--- src/rtl/mux_nto1_rr.sv ---
// N-to-1 registered multiplexer: external select (MODE=0) or round-robin arbitration (MODE=1).
// Optional sticky out-of-range select flag on port err when MUX_SEL_ERR_EN is defined.
module mux_nto1_rr #(
    parameter int WIDTH = 2,
    parameter int N     = 4,
    parameter int MODE  = 0,
    localparam int SELW = $clog2(N)
) (
    input  logic                 clk,
    input  logic                 reset,
    input  logic [N*WIDTH-1:0]   in_data,
    input  logic [N-1:0]         in_valid,
    output logic [N-1:0]         in_ready,
    input  logic [SELW-1:0]      sel,
    output logic [WIDTH-1:0]     out_data,
    output logic                 out_valid,
    input  logic                 out_ready,
`ifdef MUX_SEL_ERR_EN
    output logic                 err,
`endif
    output logic [SELW-1:0]      grant
);

    logic [WIDTH-1:0] r_out_data;
    logic             r_out_valid;
    logic [SELW-1:0]  r_grant;
    logic [SELW-1:0]  r_last;

    logic             w_load_en;
    logic             w_sel_ok;
    logic             w_found;
    logic             w_xfer;
    logic [SELW-1:0]  w_chosen;
    logic [SELW-1:0]  w_idx;
    logic [N-1:0]     w_ready;
    logic [WIDTH-1:0] w_data;

    assign w_load_en = !r_out_valid || out_ready;
    assign w_sel_ok  = ({1'b0, sel} < (SELW+1)'(N));

    // Round-robin scans from last+1 with wrap; the first valid channel found wins.
    always_comb begin
        w_chosen = '0;
        w_found  = 1'b0;
        w_idx    = '0;
        if (MODE == 1) begin
            for (int unsigned k = 1; k <= N; k++) begin
                w_idx = SELW'((32'(r_last) + k) % N);
                if (!w_found && in_valid[w_idx]) begin
                    w_found  = 1'b1;
                    w_chosen = w_idx;
                end
            end
        end else begin
            w_chosen = sel;
            w_found  = w_sel_ok;
        end
    end

    always_comb begin
        w_ready = '0;
        w_data  = '0;
        for (int unsigned i = 0; i < N; i++) begin
            w_ready[i] = !reset && w_load_en && w_found && (w_chosen == SELW'(i));
            if (w_chosen == SELW'(i)) begin
                w_data = in_data[i*WIDTH +: WIDTH];
            end
        end
    end

    assign w_xfer = |(in_valid & w_ready);

    always_ff @(posedge clk) begin
        if (reset) begin
            r_out_valid <= 1'b0;
            r_out_data  <= '0;
            r_grant     <= '0;
            r_last      <= SELW'(N - 1);
        end else if (w_xfer) begin
            r_out_valid <= 1'b1;
            r_out_data  <= w_data;
            r_grant     <= w_chosen;
            if (MODE == 1) begin
                r_last <= w_chosen;
            end
        end else if (r_out_valid && out_ready) begin
            r_out_valid <= 1'b0;
        end
    end

`ifdef MUX_SEL_ERR_EN
    logic r_err;

    always_ff @(posedge clk) begin
        if (reset) begin
            r_err <= 1'b0;
        end else if ((MODE == 0) && !w_sel_ok && w_load_en) begin
            r_err <= 1'b1;
        end
    end

    assign err = r_err;
`endif

    assign in_ready  = w_ready;
    assign out_data  = r_out_data;
    assign out_valid = r_out_valid;
    assign grant     = r_grant;

endmodule

--- config.mk ---
export PLATFORM = sky130hd
export DESIGN_NAME = mux_nto1_rr
export DESIGN_NICKNAME = d
export VERILOG_FILES = /design/src/rtl/mux_nto1_rr.sv
export SDC_FILE = /design/constraint.sdc
export NUM_CORES = 1
export LEC_CHECK = 0
export CAP_MARGIN = 20
export CORE_AREA = 2 2 39 41
export CTS_CLUSTER_SIZE = 10
export DETAILED_ROUTE_END_ITERATION = 8
export DIE_AREA = 0 0 41 43
export PLACE_DENSITY = 0.67
export RECOVER_POWER = 100
export SLEW_MARGIN = 20
export SYNTH_ARGS = -nofsm -noshare
export SYNTH_HDL_FRONTEND = slang
export SYNTH_SLANG_ARGS = --single-unit
--- constraint.sdc ---
create_clock -name clk -period 2.8 [get_ports clk]
set_input_delay 0.42 -clock clk [delete_from_list [all_inputs] [get_ports clk]]
set_output_delay 0.42 -clock clk [all_outputs]
set_load 0.02 [all_outputs]
==> flow_summary.rst, run 1 <==
.. list-table::
   :header-rows: 1

   * - Metric
     - Value
   * - Status
     - finished clean
   * - CTS resizes
     - 0
   * - Depth of the worst register-to-register path
     - 4
   * - Die height
     - 43 um
   * - Leading cell type in the layout, fill and taps excluded
     - clkdlybuf4s50_1
   * - Number of hold violations in the final report
     - 0
   * - DIE WIDTH
     - 41 um
   * - Initial DRC Count
     - 5
   * - Overall via count from detail_route
     - 401
   * - Number of vias per cell after detailed routing
     - 4.83
   * - CP required
     - 2.38 ns
   * - Ratio of final minimum period to clock period
     - 0.930
   * - Final-layout setup total negative slack
     - 0 ns
   * - Element type at the critical path end
     - primary output
   * - Cell Pwr Density
     - 382 mW/mm^2
   * - Maximum number of pins on one net before global-route repair
     - 10
   * - Number of sinks on the clock net
     - 5
   * - Max Slew Vio Count
     - 0
   * - Data arrival time of the critical path
     - 2.18 ns
   * - Largest fanout of any net on the critical path
     - 6
   * - Final Wtd Congestion
     - 0.684
   * - Cell taking the most area after synthesis
     - dfxtp_1
   * - Number of antenna violations at the first check in global routing
     - 0
   * - Post-synthesis average cell area
     - 9.25 um^2
   * - Syn_nets
     - 58
   * - Setup CP Type
     - in2out
   * - Count of endpoints failing setup in the final report
     - 0
   * - Unrepaired setup endpoints after global routing
     - no
   * - Sequential share of power
     - 0.326
   * - Share of the synthesized area in the top cell type
     - 0.264
   * - Fraction of the yosys area taken by sequential cells
     - 0.264
   * - Row cnt
     - 14
   * - Hold crit path type
     - reg2reg
   * - CP startpoint kind
     - primary input
   * - Slew HR
     - 0.650
   * - Detailed Route WL
     - 952 um
   * - Cell types with the largest area share after synthesis
     - dfxtp_1 26%, mux2i_1 7.9%, mux4_1 6.9%
   * - Diodes inserted
     - 0
   * - Hold Crit Depth
     - 2
   * - Inserted Clock Buffers
     - 3
   * - Highest attainable clock frequency
     - 384 MHz
   * - Number of primary I/O pins
     - 26
   * - Part of the total power dissipated in the clock network
     - 0.333
   * - Area enclosed by the die boundary
     - 0.00176 mm^2
   * - Register-to-register setup slack
     - 1.47 ns
   * - Port Buf Inserts
     - 25
   * - Static Leakage
     - 0.265 nW
   * - Yosys warning total
     - 0
   * - FF-to-FF Start
     - out_valid
   * - Global route total overflow
     - 0
   * - Transition time at the pin with the least slew margin
     - 0.525 ns
   * - Maximum vdd ir drop
     - 0.257 mV
   * - Synthesized area
     - 379 um^2
   * - Total routing resource utilization after global routing
     - 0.136
   * - Number of iterations in the first detailed-routing pass
     - 4
   * - Max capacitance violation total
     - 0
   * - First-pass GRT wire length
     - 1590 um
   * - Worst-Skew Late Latency
     - 0.24 ns
   * - Clock Path Buffers
     - 2
   * - Capture endpoint of the worst hold path
     - out_data[1]
   * - Start point of the worst min-delay path
     - out_data[1]
   * - Post CTS Setup Buffer Count
     - 0
   * - Share of total power in combinational logic
     - 0.340
   * - Reg clk slew, reported paths
     - 0.04 ns
   * - Post-cts hold buffer count
     - 0
   * - Effective utilization at floorplan
     - 0.274
   * - Antenna-violating nets left
     - 0
   * - H-tree lvl count
     - 1
   * - Capture point of the worst reg-to-reg path
     - out_data[0]
   * - Switching fraction of total power
     - 0.275
   * - Placeable core region
     - 0.00138 mm^2
   * - Area Overhead vs Synth
     - 70.6%
   * - Clock tree root buffer cell
     - clkbuf_4
   * - Wire per inst
     - 11.5 um
   * - Net switching power
     - 68.1 uW
   * - CTS tree
     - yes
   * - Syn Inst Count
     - 41
   * - Commonest non-fill, non-tap cells in the layout
     - 14 x clkdlybuf4s50_1, 11 x dlygate4sd3_1, 5 x dfxtp_1, 4 x a21oi_1
   * - Half-perimeter wire length of the detailed placement result
     - 784 um
   * - Period minus WS final
     - 2.60 ns
   * - Vias in the first global route
     - 406
   * - Total of flip-flops plus latches after synthesis
     - 5
   * - Unique masters post-synth
     - 23
   * - Cells after DPL
     - 79
   * - Filler instances
     - 143
   * - Share of cells above drive strength 1
     - 0.119
   * - Final worst clock skew
     - 0.000673 ns
   * - Number of non-filler instances in the completed layout
     - 83
   * - Cell Int Power
     - 179 uW
   * - Critical path startpoint
     - sel[0]
   * - Number of remaining DRC errors
     - 0
   * - Number of nets at the end of the flow
     - 85
-- sequential cells by signal, indices dropped and copies added, names as in the netlist --
name	count
grant	2
out_valid	1
out_data	2
-- power by group through the flow --
stage | registers, mW | clock network, mW | logic [mW]
2_1_floorplan | 0.0894 | 0 | 0.0404
3_3_place_gp | 0.0821 | 0 | 0.0885
3_5_place_dp | 0.0823 | 0 | 0.0897
4_1_cts | 0.0811 | 0.0879 | 0.0902
5_1_grt | 0.0814 | 0.0924 | 0.0928
6_report | 0.0807 | 0.0824 | 0.0842
-- cells in the mapped netlist --
cell,count
mux2_4,1
a21oi_2,1
and3_4,1
a21oi_1,4
or3_4,1
o21ai_1,2
nor2_1,2
mux4_2,1
nor4b_1,2
inv_1,1
mux2i_1,3
nand2b_1,1
nand2_1,1
nor3_1,1
buf_1,1
nor2b_1,1
buf_2,1
nand3_1,3
dfxtp_1,5
o21ai_0,3
nor4_1,2
buf_6,2
mux4_1,1
-- through the flow --
stage	hold WS, ns	instance area (um^2)	setup WS [ns]	util	power, mW
2_1_floorplan	0.543	379	0.990	-	0.130
3_3_place_gp	0.452	626	0.295	0.452	0.171
4_1_cts	0.470	652	0.240	0.471	0.259
3_5_place_dp	0.463	626	0.254	0.452	0.172
5_1_grt	0.483	647	0.0792	0.467	0.267
6_report	0.461	647	0.196	0.467	0.247
-- worst max path at each step --
stage                   to  depth (start not counted)  slack [ns]
2_1_floorplan  in_ready[2]                          3        0.99
3_3_place_gp   in_ready[3]                          4        0.29
3_5_place_dp   in_ready[3]                          4        0.25
4_1_cts        in_ready[3]                          4        0.24
5_1_grt        in_ready[3]                          4        0.08
6_report       in_ready[3]                          4        0.20
-- layer usage --
layer	track usage	up-vias	share of wire
met5	0	-	0
met4	0.0400	0	0
met3	0.0838	0	0.075
met2	0.209	14	0.50
met1	0.150	182	0.42
li1	-	205	-
-- cell type report --
| type | instances | area [um^2] | share of cell area |
|---|---|---|---|
| Tap cell | 16 | 20.0 | 0.0309 |
| Sequential cell | 5 | 100 | 0.155 |
| Inverter | 1 | 3.75 | 0.00580 |
| Timing Repair Buffer | 26 | 258 | 0.398 |
| Clock buffer | 4 | 26.3 | 0.0406 |
| Multi-Input combinational cell | 31 | 239 | 0.369 |
-- cell families after synthesis --
group,after synthesis,share of synthesized area
muxes,6,0.248
DFF,5,0.264
buffers and inverters,5,0.0924
and+or+nand+nor,15,0.254
AOI/OAI and AO/OA,10,0.142
-- critical path: stages --
cell,delay (ns)
clkdlybuf4s50_1,0.60
inv_1,0.12
nor4b_1,0.32
dlygate4sd3_1,0.72
Note: power is estimated with default switching activity, not from simulation.
==> inputs of run 2 (changes only) <==
Settings changed: CTS_CLUSTER_DIAMETER set to 150.
==> results of run 2 <==
No change in the layout: final DEF, timing and power equal those of run 1.
